[config.mk]
export PLATFORM = sky130hd
export DESIGN_NAME = timer_arbiter
export DESIGN_NICKNAME = d
export VERILOG_FILES = /design/src/rtl/timer_arbiter.sv
export SDC_FILE = /design/constraint.sdc
export NUM_CORES = 1
export LEC_CHECK = 0
export CAP_MARGIN = 5
export CORE_ASPECT_RATIO = 1.25
export CORE_MARGIN = 4
export CORE_UTILIZATION = 45
export DETAILED_ROUTE_END_ITERATION = 10
export PLACE_DENSITY = 0.76
export SLEW_MARGIN = 5
export SYNTH_ARGS = -nofsm -noshare
export SYNTH_HDL_FRONTEND = slang
export SYNTH_SLANG_ARGS = --single-unit
[constraint.sdc]
create_clock -name clk -period 5.44 [get_ports clk]
set_input_delay 0.544 -clock clk [delete_from_list [all_inputs] [get_ports clk]]
set_output_delay 0.544 -clock clk [all_outputs]
set_load 0.05 [all_outputs]
[src/rtl/timer_arbiter.sv]
// Purpose: arbitrates one shared countdown timer between two requesters and generates its decrement tick.
// Latency: request seen in IDLE -> LOAD next cycle, RUN the cycle after; done pulses one cycle after timer_out hits 0.
// Backpressure: a losing requester holds req and is served on the next IDLE visit; dropping req while owner aborts.
module timer_arbiter #(
    parameter int TICK_DIV = 100_000_000,
    parameter int W        = 4
) (
    input  logic         clk,
    input  logic         rst,
    input  logic         req0,
    input  logic [W-1:0] dur0,
    output logic         gnt0,
    output logic         done0,
    input  logic         req1,
    input  logic [W-1:0] dur1,
    output logic         gnt1,
    output logic         done1,
    output logic         busy,
    output logic         timer_load,
    output logic         timer_en,
    output logic [W-1:0] timer_init,
    input  logic [W-1:0] timer_out
);

    localparam int PW = (TICK_DIV > 2) ? $clog2(TICK_DIV) : 1;

    localparam logic [1:0] IDLE = 2'd0;
    localparam logic [1:0] LOAD = 2'd1;
    localparam logic [1:0] RUN  = 2'd2;
    localparam logic [1:0] DONE = 2'd3;

    logic [1:0]    state;
    logic          owner;     // 0: requester 0 holds the timer, 1: requester 1
    logic          last;      // most recent owner; loses a tie
    logic [W-1:0]  dur_q;     // interval latched at grant time
    logic [PW-1:0] prescaler;

    logic in_load;
    logic in_run;
    logic in_done;
    logic active;
    logic tick;
    logic owner_req;
    logic pick1;

    assign in_load   = (state == LOAD);
    assign in_run    = (state == RUN);
    assign in_done   = (state == DONE);
    assign active    = in_load | in_run | in_done;
    assign tick      = (prescaler == PW'(TICK_DIV - 1));
    assign owner_req = owner ? req1 : req0;
    // Requester 1 wins if it is alone, or on a tie when requester 0 went last.
    assign pick1     = req1 & (~req0 | ~last);

    // Arbitration FSM, interval latch and 1 s prescaler.
    always_ff @(posedge clk or posedge rst) begin
        if (rst) begin
            state     <= IDLE;
            owner     <= 1'b0;
            last      <= 1'b1;
            dur_q     <= '0;
            prescaler <= '0;
        end else begin
            case (state)
                IDLE: begin
                    if (req0 | req1) begin
                        owner <= pick1;
                        dur_q <= pick1 ? dur1 : dur0;
                        state <= LOAD;
                    end
                end
                LOAD: begin
                    prescaler <= '0;
                    state     <= RUN;
                end
                RUN: begin
                    prescaler <= tick ? '0 : prescaler + PW'(1);
                    // Expiry beats abort when both happen in the same cycle.
                    if (timer_out == '0) begin
                        state <= DONE;
                    end else if (!owner_req) begin
                        last  <= owner;
                        state <= IDLE;
                    end
                end
                DONE: begin
                    last  <= owner;
                    state <= IDLE;
                end
                default: state <= IDLE;
            endcase
        end
    end

    assign gnt0       = active & ~owner;
    assign gnt1       = active & owner;
    assign done0      = in_done & ~owner;
    assign done1      = in_done & owner;
    assign busy       = active;
    assign timer_load = in_load;
    assign timer_init = in_load ? dur_q : '0;
    // Never decrement once the count has reached zero; DONE takes over.
    assign timer_en   = in_run & tick & (timer_out != '0);

endmodule

==> results of run 1 <==
==> Yosys cell counts, types with 2 or more instances <==
cell	count	area, um^2
o21ai_0	6	30.03
clkbuf_1	2	7.510
mux2i_1	7	70.07
buf_6	2	22.52
xor2_1	5	43.79
ha_1	6	75.07
inv_1	9	33.78
nand2_1	31	116.4
nand4_1	10	62.56
nor2b_1	3	18.77
nor3_1	4	20.02
and2_1	6	37.54
nor2_2	10	62.56
o311ai_1	6	52.55
dfrtp_1	34	850.8
nor2_1	16	60.06
a31oi_1	2	12.51
xnor2_1	8	70.07
or3_1	2	12.51
a21oi_1	4	20.02
a22o_1	2	17.52
nand3_1	20	100.1
or4_1	4	30.03
o21ai_1	2	10.01
nor4_1	3	18.77
==> layer usage <==
layer	part of all wire, %	up-vias
met3	4.2	5
li1	-	857
met2	52	45
met5	0	-
met4	1.3	0
met1	43	820
==> worst register-to-register path: stages, from the launching register on <==
cell	delay, ns
dfrtp_1	0.40
inv_1	0.11
ha_1	0.53
nand4_1	0.32
or3_1	0.48
nor3_1	0.23
xnor2_1	0.15
nor2_1	0.05
==> cells by family after synthesis <==
group | Yosys count | share of synthesized area (%)
AND/OR/NAND/NOR | 117 | 29.58
XOR/XNOR | 13 | 5.394
AO/OA/AOI/OAI | 31 | 11.20
multiplexers | 8 | 3.853
flip-flops | 35 | 41.55
adder cells (fa/ha/maj) | 6 | 3.557
buffers and inverters | 16 | 4.860
==> layout make-up <==
cell class / instances / area (um^2) / area share (%)
clock buffers: 6 / 82.58 / 3.303
clock inverters: 2 / 35.03 / 1.401
inverters: 9 / 33.78 / 1.351
multi-input cells: 175 / 1131 / 45.25
flip-flops and latches: 35 / 877.1 / 35.09
well taps: 58 / 72.57 / 2.903
repair buffers: 27 / 267.8 / 10.71
==> worst min-delay path by stage <==
stage                         startpoint                   end  slack, ns  cells past startpoint
floorplan           dur_q[3]$_DFFE_PP0P_  dur_q[3]$_DFFE_PP0P_       0.44                      2
global placement    dur_q[3]$_DFFE_PP0P_  dur_q[3]$_DFFE_PP0P_       0.46                      2
detailed placement  dur_q[1]$_DFFE_PP0P_  dur_q[1]$_DFFE_PP0P_       0.47                      2
CTS                 dur_q[1]$_DFFE_PP0P_  dur_q[1]$_DFFE_PP0P_       0.49                      2
global route        dur_q[2]$_DFFE_PP0P_  dur_q[2]$_DFFE_PP0P_       0.51                      2
finish              dur_q[1]$_DFFE_PP0P_  dur_q[1]$_DFFE_PP0P_       0.48                      2
==> registers in the layout (all words and copies together) (netlist names) <==
name / cells
prescaler: 27
dur_q: 4
state: 2
last: 1
owner: 1
==> stage by stage <==
step / hold slack [ns] / area (um^2)
2_1_floorplan: 0.4418 / 2111
3_3_place_gp: 0.4575 / 2382
3_5_place_dp: 0.4714 / 2382
4_1_cts: 0.4886 / 2500
5_1_grt: 0.5124 / 2500
6_report: 0.4810 / 2500
==> power breakdown <==
part	switching, W	internal, W
clock network	0.0000920	0.000148
logic	0.000332	0.000151
registers	0.0000246	0.000297
==> impl_metrics.ini, run 1 <==
[sta]
setup_ws_ns = 2.068
min_period_ns = 3.372
rsz0062_at_grt = false
maxSlewViolCount = 0
worstMarginPinSlew_ns = 0.7816
fin_tns_setup_ns = 0
fmax_ghz = 0.2966
final_hold_viol_count = 0
finClkSkew_ns = 0.004505
relSlewSlack_pct = 47.41
finalSetupViolCount = 0
finalCritPeriodShare_pct = 61.99

[setup_path]
path_delay_family = simple AND/OR/NAND/NOR gates
cp_num_buf_inv = 1
endpoint = timer_en
crit_cells = 4
r2r-start = state[0]$_DFFE_PP0P_
reg2reg_depth = 7
cp_slowest_cell = clkdlybuf4s50_1
end_kind = output port
required_ns = 4.90
r2r-end = prescaler[16]$_DFFE_PP0P_
crit_fanout = 7
crit_arrival_ns = 2.83
cp-start-kind = register
crit_type = reg -> out
reg2reg_slack_ns = 3.05
slowest_delay_ns = 0.84
crit_start = prescaler[9]$_DFFE_PP0P_
worstPathCellList = or4_1 > or4_4 > nor3_1 > clkdlybuf4s50_1

[final_layout]
area_growth_syn_to_layout_pct = 18.44
most-common-layout-cells = dfrtp_1, nand2_1, clkdlybuf4s50_1
fillers = 445
final_common_cell = dfrtp_1
nets = 275
utilization_pct = 56.06
instances_no_fill = 312
layout-drive-gt1-share_pct = 11.42
n_antenna_cell = 0

[min_path]
hp-class = reg -> reg

[grt]
grt_usage_pct = 16.04
grt_start_max_net_pins = 36
grtUsageMet3_pct = 3.353
grt_use_met1_pct = 19.99
antenna_found_initial = 0
grt_first_pass_wirelength_um = 7872
top_usage_layer = met2
grt_pass1_vias = 1740
grtUsageMet2_pct = 27.69
grt_overflow = 0

[clocking]
cts_tree = yes
cts.sinks = 35
numCtsBuffers = 5
clock_latency_ns = 0.28
cts-root-buf = clkbuf_8
htreeDepth = 2
post-cts-setup-buffer-count = 0
cts.path.max_buffers = 2
hold_buffers = 0
cts_resized = 0
path_clk_slew_ns = 0.07

[synthesis]
syn_avg_cell_area_um2 = 9.340
synth_edf_count = 0
async_reset_ff_share_pct = 100.0
yosysWarnings = 0
ys_types = 47
synth_nets = 248
synthCells = 226
syn-cell-area_mm2 = 0.002111
ys_ff_latch = 35
synth.yosys.seq_area_share_pct = 41.55
synth-main-ff-cell = dfrtp_1

[placed_design]
port_buffers = 26
gp_congestion = 0.8200
placed_cells = 304
dp_slack_ns = 2.379
post-dp-hpwl_um = 3141

[floorplanning]
die_x_um = 69.26
io_pins = 27
rows = 27
initial_core_util_pct = 47.33
dieArea_mm2 = 0.005857
coreArea_mm2 = 0.004459
die_h_um = 84.57

[drt]
firstDrtPassIters = 5
postRouteAntennaNets = 0
vias = 1727
drt_iter0_drc = 74
via_per_inst = 5.535
drc = 0
wl_per_cell_um = 13.97
routed_wirelength_um = 4359

[status]
status = complete, no violations

[power_and_ir_drop]
power.total_w = 0.001044
p_leak_nw = 0.9732
p_per_area_mw_per_mm2 = 417.7
max-vdd-ir-drop_uv = 239.2

[run]
drv_cap = 0
Power figures use the tool's default switching activity.
==> inputs of run 2 (changes only) <==
clock period = 3.3 ns   (was 5.44 ns; I/O delays follow)
==> impl_metrics.ini, run 2 (synthesis results as in run 1) <==
[status]
status = complete, no violations

[floorplanning]
initial_core_util_pct = 47.33
die_h_um = 84.57
die_x_um = 69.26
coreArea_mm2 = 0.004459
io_pins = 27
dieArea_mm2 = 0.005857
rows = 27

[sta]
finalCritPeriodShare_pct = 94.55
fin_tns_setup_ns = 0
maxSlewViolCount = 0
rsz0062_at_grt = false
worstMarginPinSlew_ns = 0.8666
finClkSkew_ns = 0.006590
finalSetupViolCount = 0
setup_ws_ns = 0.1797
fmax_ghz = 0.3205
min_period_ns = 3.120
final_hold_viol_count = 0
relSlewSlack_pct = 41.70

[drt]
drt_iter0_drc = 40
vias = 1737
routed_wirelength_um = 4399
wl_per_cell_um = 14.05
firstDrtPassIters = 4
drc = 0
via_per_inst = 5.550
postRouteAntennaNets = 0

[clocking]
numCtsBuffers = 5
htreeDepth = 2
cts.sinks = 35
post-cts-setup-buffer-count = 0
cts_tree = yes
clock_latency_ns = 0.29
cts-root-buf = clkbuf_8
cts.path.max_buffers = 2
cts_resized = 0
hold_buffers = 0
path_clk_slew_ns = 0.07

[grt]
grt_first_pass_wirelength_um = 7817
top_usage_layer = met2
grtUsageMet2_pct = 27.86
antenna_found_initial = 0
grtUsageMet3_pct = 4.671
grt_start_max_net_pins = 20
grt_overflow = 0
grt_use_met1_pct = 18.48
grt_usage_pct = 16.11
grt_pass1_vias = 1718

[final_layout]
most-common-layout-cells = dfrtp_1, nand2_1, clkdlybuf4s50_1
area_growth_syn_to_layout_pct = 18.79
top_regs = prescaler (27), dur_q (4), state (2)
nets = 276
utilization_pct = 56.23
regMostFlops = prescaler
final_common_cell = dfrtp_1
fillers = 398
layout-drive-gt1-share_pct = 11.76
n_antenna_cell = 0
largest_register_ffs = 27
instances_no_fill = 313

[setup_path]
slowest_delay_ns = 0.82
cp-start-kind = register
worstPathCellList = or4_1 > or4_4 > nor3_1 > clkdlybuf4s50_1
crit_type = reg -> out
crit_arrival_ns = 2.79
required_ns = 2.97
crit_fanout = 7
path_delay_family = simple AND/OR/NAND/NOR gates
reg2reg_slack_ns = 0.90
cp_slowest_cell = clkdlybuf4s50_1
end_kind = output port
cp_num_buf_inv = 1

[placed_design]
placed_cells = 305
post-dp-hpwl_um = 3268
port_buffers = 26
dp_slack_ns = 0.4876
gp_congestion = 0.7737

[min_path]
hp-class = in -> async

[power_and_ir_drop]
max-vdd-ir-drop_uv = 473.4
p_per_area_mw_per_mm2 = 690.6
p_leak_nw = 0.9780
power.total_w = 0.001731

[run]
drv_cap = 0
[run 2: layout make-up]
class	count	area (um^2)	share of cell area, %
clock inverter	2	35.03	1.397
sequential	35	877.1	34.98
multi-input combinational	175	1131	45.11
tap	58	72.57	2.894
timing repair buffer	28	275.3	10.98
clock buffer	6	82.58	3.293
inverter	9	33.78	1.347
[run 2: path summary, 6_finish.rpt]
| check | start | end | depth (start not counted) |
|---|---|---|---|
| worst min-delay path | rst | prescaler[13]$_DFFE_PP0P_ | 2 |
| worst max-delay path | prescaler[9]$_DFFE_PP0P_ | timer_en | 4 |
| worst max register to register | prescaler[9]$_DFFE_PP0P_ | prescaler[16]$_DFFE_PP0P_ | 5 |
| min in group clk | dur_q[1]$_DFFE_PP0P_ | dur_q[1]$_DFFE_PP0P_ | 2 |
| max in group asynchronous | rst | last$_DFFE_PP1P_ | 3 |
| worst min register to register | dur_q[1]$_DFFE_PP0P_ | dur_q[1]$_DFFE_PP0P_ | 2 |
[run 2: worst reg2reg max path: stages, from the launching register on]
cell	delay, ns
dfrtp_1	0.44
or4_1	0.52
or4_4	0.53
o21a_4	0.29
nor2_4	0.38
nor2_1	0.10
[run 2: per-stage QoR]
| step | cell area, um^2 | hold slack, ns |
|---|---|---|
| global placement | 2390 | 0.4581 |
| floorplan | 2111 | 0.4418 |
| global route | 2507 | 0.4761 |
| detailed placement | 2390 | 0.4659 |
| finish | 2507 | 0.4164 |
| CTS | 2507 | 0.4404 |
[run 2: layer usage]
layer	share of wire [%]	vias up	wire [um]
met1	43	824	1878
met4	2.0	0	88
met2	51	44	2224
met5	0	-	0
li1	-	859	-
met3	4.7	10	207
[run 2: where the power goes]
| part | switching (W) | internal [W] | leakage, nW |
|---|---|---|---|
| registers | 0.0000389 | 0.000489 | 0.473 |
| logic | 0.000550 | 0.000257 | 0.444 |
| clock network | 0.000153 | 0.000244 | 0.0612 |
| total | 0.000741 | 0.000990 | 0.978 |
==> inputs of run 3 (changes only) <==
MAX_ROUTING_LAYER = met4   (was unset)
==> impl_metrics.ini, run 3 (synthesis results as in run 1) <==
[power_and_ir_drop]
power.internal_w = 0.0009901
pwr-share-clk_pct = 23.0
switchingPower_w = 0.0007423
power_frac_comb_pct = 46.5
p_leak_nw = 0.9780
power.total_w = 0.001732
p_seq_share_pct = 30.5
p_per_area_mw_per_mm2 = 690.9
max-vdd-ir-drop_uv = 473.6
switching_share_pct = 42.85

[grt]
grt_start_max_net_pins = 20
antenna_found_initial = 0
grt_pass1_vias = 1717
grt_first_pass_wirelength_um = 7817
grt_usage_pct = 16.60
grt_overflow = 0

[clocking]
post-cts-setup-buffer-count = 0
htreeDepth = 2
numCtsBuffers = 5
cts_resized = 0
cts_tree = yes
clock_latency_ns = 0.29
path_clk_slew_ns = 0.07
cts.sinks = 35
cts-root-buf = clkbuf_8
hold_buffers = 0
cts.path.max_buffers = 2

[final_layout]
largest_register_ffs = 27
area_growth_syn_to_layout_pct = 18.79
fillers = 398
nets = 276
regMostFlops = prescaler
most-common-layout-cells = dfrtp_1, nand2_1, clkdlybuf4s50_1
layout-drive-gt1-share_pct = 11.76
top_regs = prescaler (27), dur_q (4), state (2)
instances_no_fill = 313
n_antenna_cell = 0
final_common_cell = dfrtp_1

[setup_path]
reg2reg_slack_ns = 0.90
worstPathCellList = or4_1 > or4_4 > nor3_1 > clkdlybuf4s50_1
crit_fanout = 7
cp_slowest_cell = clkdlybuf4s50_1
crit_arrival_ns = 2.79
slowest_delay_ns = 0.82
cp-start-kind = register
end_kind = output port
crit_type = reg -> out
required_ns = 2.97

[drt]
postRouteAntennaNets = 0
wl_per_cell_um = 14.01
routed_wirelength_um = 4386
vias = 1730
drc = 0
firstDrtPassIters = 4
drt_iter0_drc = 45
via_per_inst = 5.527

[sta]
holdWs_ns = 0.4131
finalCritPeriodShare_pct = 94.56
relSlewSlack_pct = 41.27
finClkSkew_ns = 0.007720
worstMarginPinSlew_ns = 0.8729
rsz0062_at_grt = false
finalSetupViolCount = 0
min_period_ns = 3.120
fin_tns_setup_ns = 0
maxSlewViolCount = 0
fmax_ghz = 0.3205
final_hold_viol_count = 0

[floorplanning]
initial_core_util_pct = 47.33
rows = 27
io_pins = 27
coreArea_mm2 = 0.004459
dieArea_mm2 = 0.005857
die_h_um = 84.57
die_x_um = 69.26

[placed_design]
gp_congestion = 0.7842
post-dp-hpwl_um = 3268
port_buffers = 26
placed_cells = 305

[run]
drv_cap = 0

[status]
status = complete, no violations

[min_path]
hp-class = in -> async
-- run 3: routing by layer --
metal | global-route usage [%] | routed length (um) | vias up
li1 | - | - | 862
met1 | 18.48 | 1896 | 817
met2 | 27.86 | 2203 | 41
met3 | 4.671 | 197 | 10
met4 | 6.750 | 89 | 0
met5 | - | 0 | -
-- run 3: power by group through the flow --
stage | sequential (W) | clock [W] | combinational, W
3_3_place_gp | 0.000534 | 0 | 0.000805
6_report | 0.000528 | 0.000398 | 0.000806
5_1_grt | 0.000537 | 0.000428 | 0.000875
3_5_place_dp | 0.000536 | 0 | 0.000817
2_1_floorplan | 0.000528 | 0 | 0.000682
4_1_cts | 0.000528 | 0.000405 | 0.000819
-- run 3: layout make-up --
type | count | area (um^2) | area share [%]
Timing Repair Buffer | 28 | 275.3 | 10.98
Inverter | 9 | 33.78 | 1.347
Multi-Input combinational cell | 175 | 1131 | 45.11
Clock buffer | 6 | 82.58 | 3.293
Tap cell | 58 | 72.57 | 2.894
Clock inverter | 2 | 35.03 | 1.397
Sequential cell | 35 | 877.1 | 34.98
-- run 3: worst paths after layout --
| check | startpoint | end | cells past startpoint |
|---|---|---|---|
| setup / recovery | prescaler[9]$_DFFE_PP0P_ | timer_en | 4 |
| hold / removal | rst | prescaler[19]$_DFFE_PP0P_ | 2 |
| setup reg to reg | prescaler[9]$_DFFE_PP0P_ | prescaler[16]$_DFFE_PP0P_ | 5 |
| hold reg to reg | dur_q[1]$_DFFE_PP0P_ | dur_q[1]$_DFFE_PP0P_ | 2 |
| max in group asynchronous | rst | last$_DFFE_PP1P_ | 3 |
| min in group clk | dur_q[1]$_DFFE_PP0P_ | dur_q[1]$_DFFE_PP0P_ | 2 |
-- run 3: worst max-delay path: cells and delay by family (launching register included) --
family / cells / cell delay (ns)
simple gates: 3 / 1.23
buf+inv: 1 / 0.82
flops: 1 / 0.44
-- run 3: metrics by stage --
| step | setup WS (ns) | utilization, % | instance area, um^2 |
|---|---|---|---|
| floorplan | 0.4249 | - | 2111 |
| global placement | 0.4774 | 53.59 | 2390 |
| detailed placement | 0.4876 | 53.59 | 2390 |
| CTS | 0.1646 | 56.23 | 2507 |
| global route | 0.09995 | 56.23 | 2507 |
| finish | 0.1795 | 56.23 | 2507 |
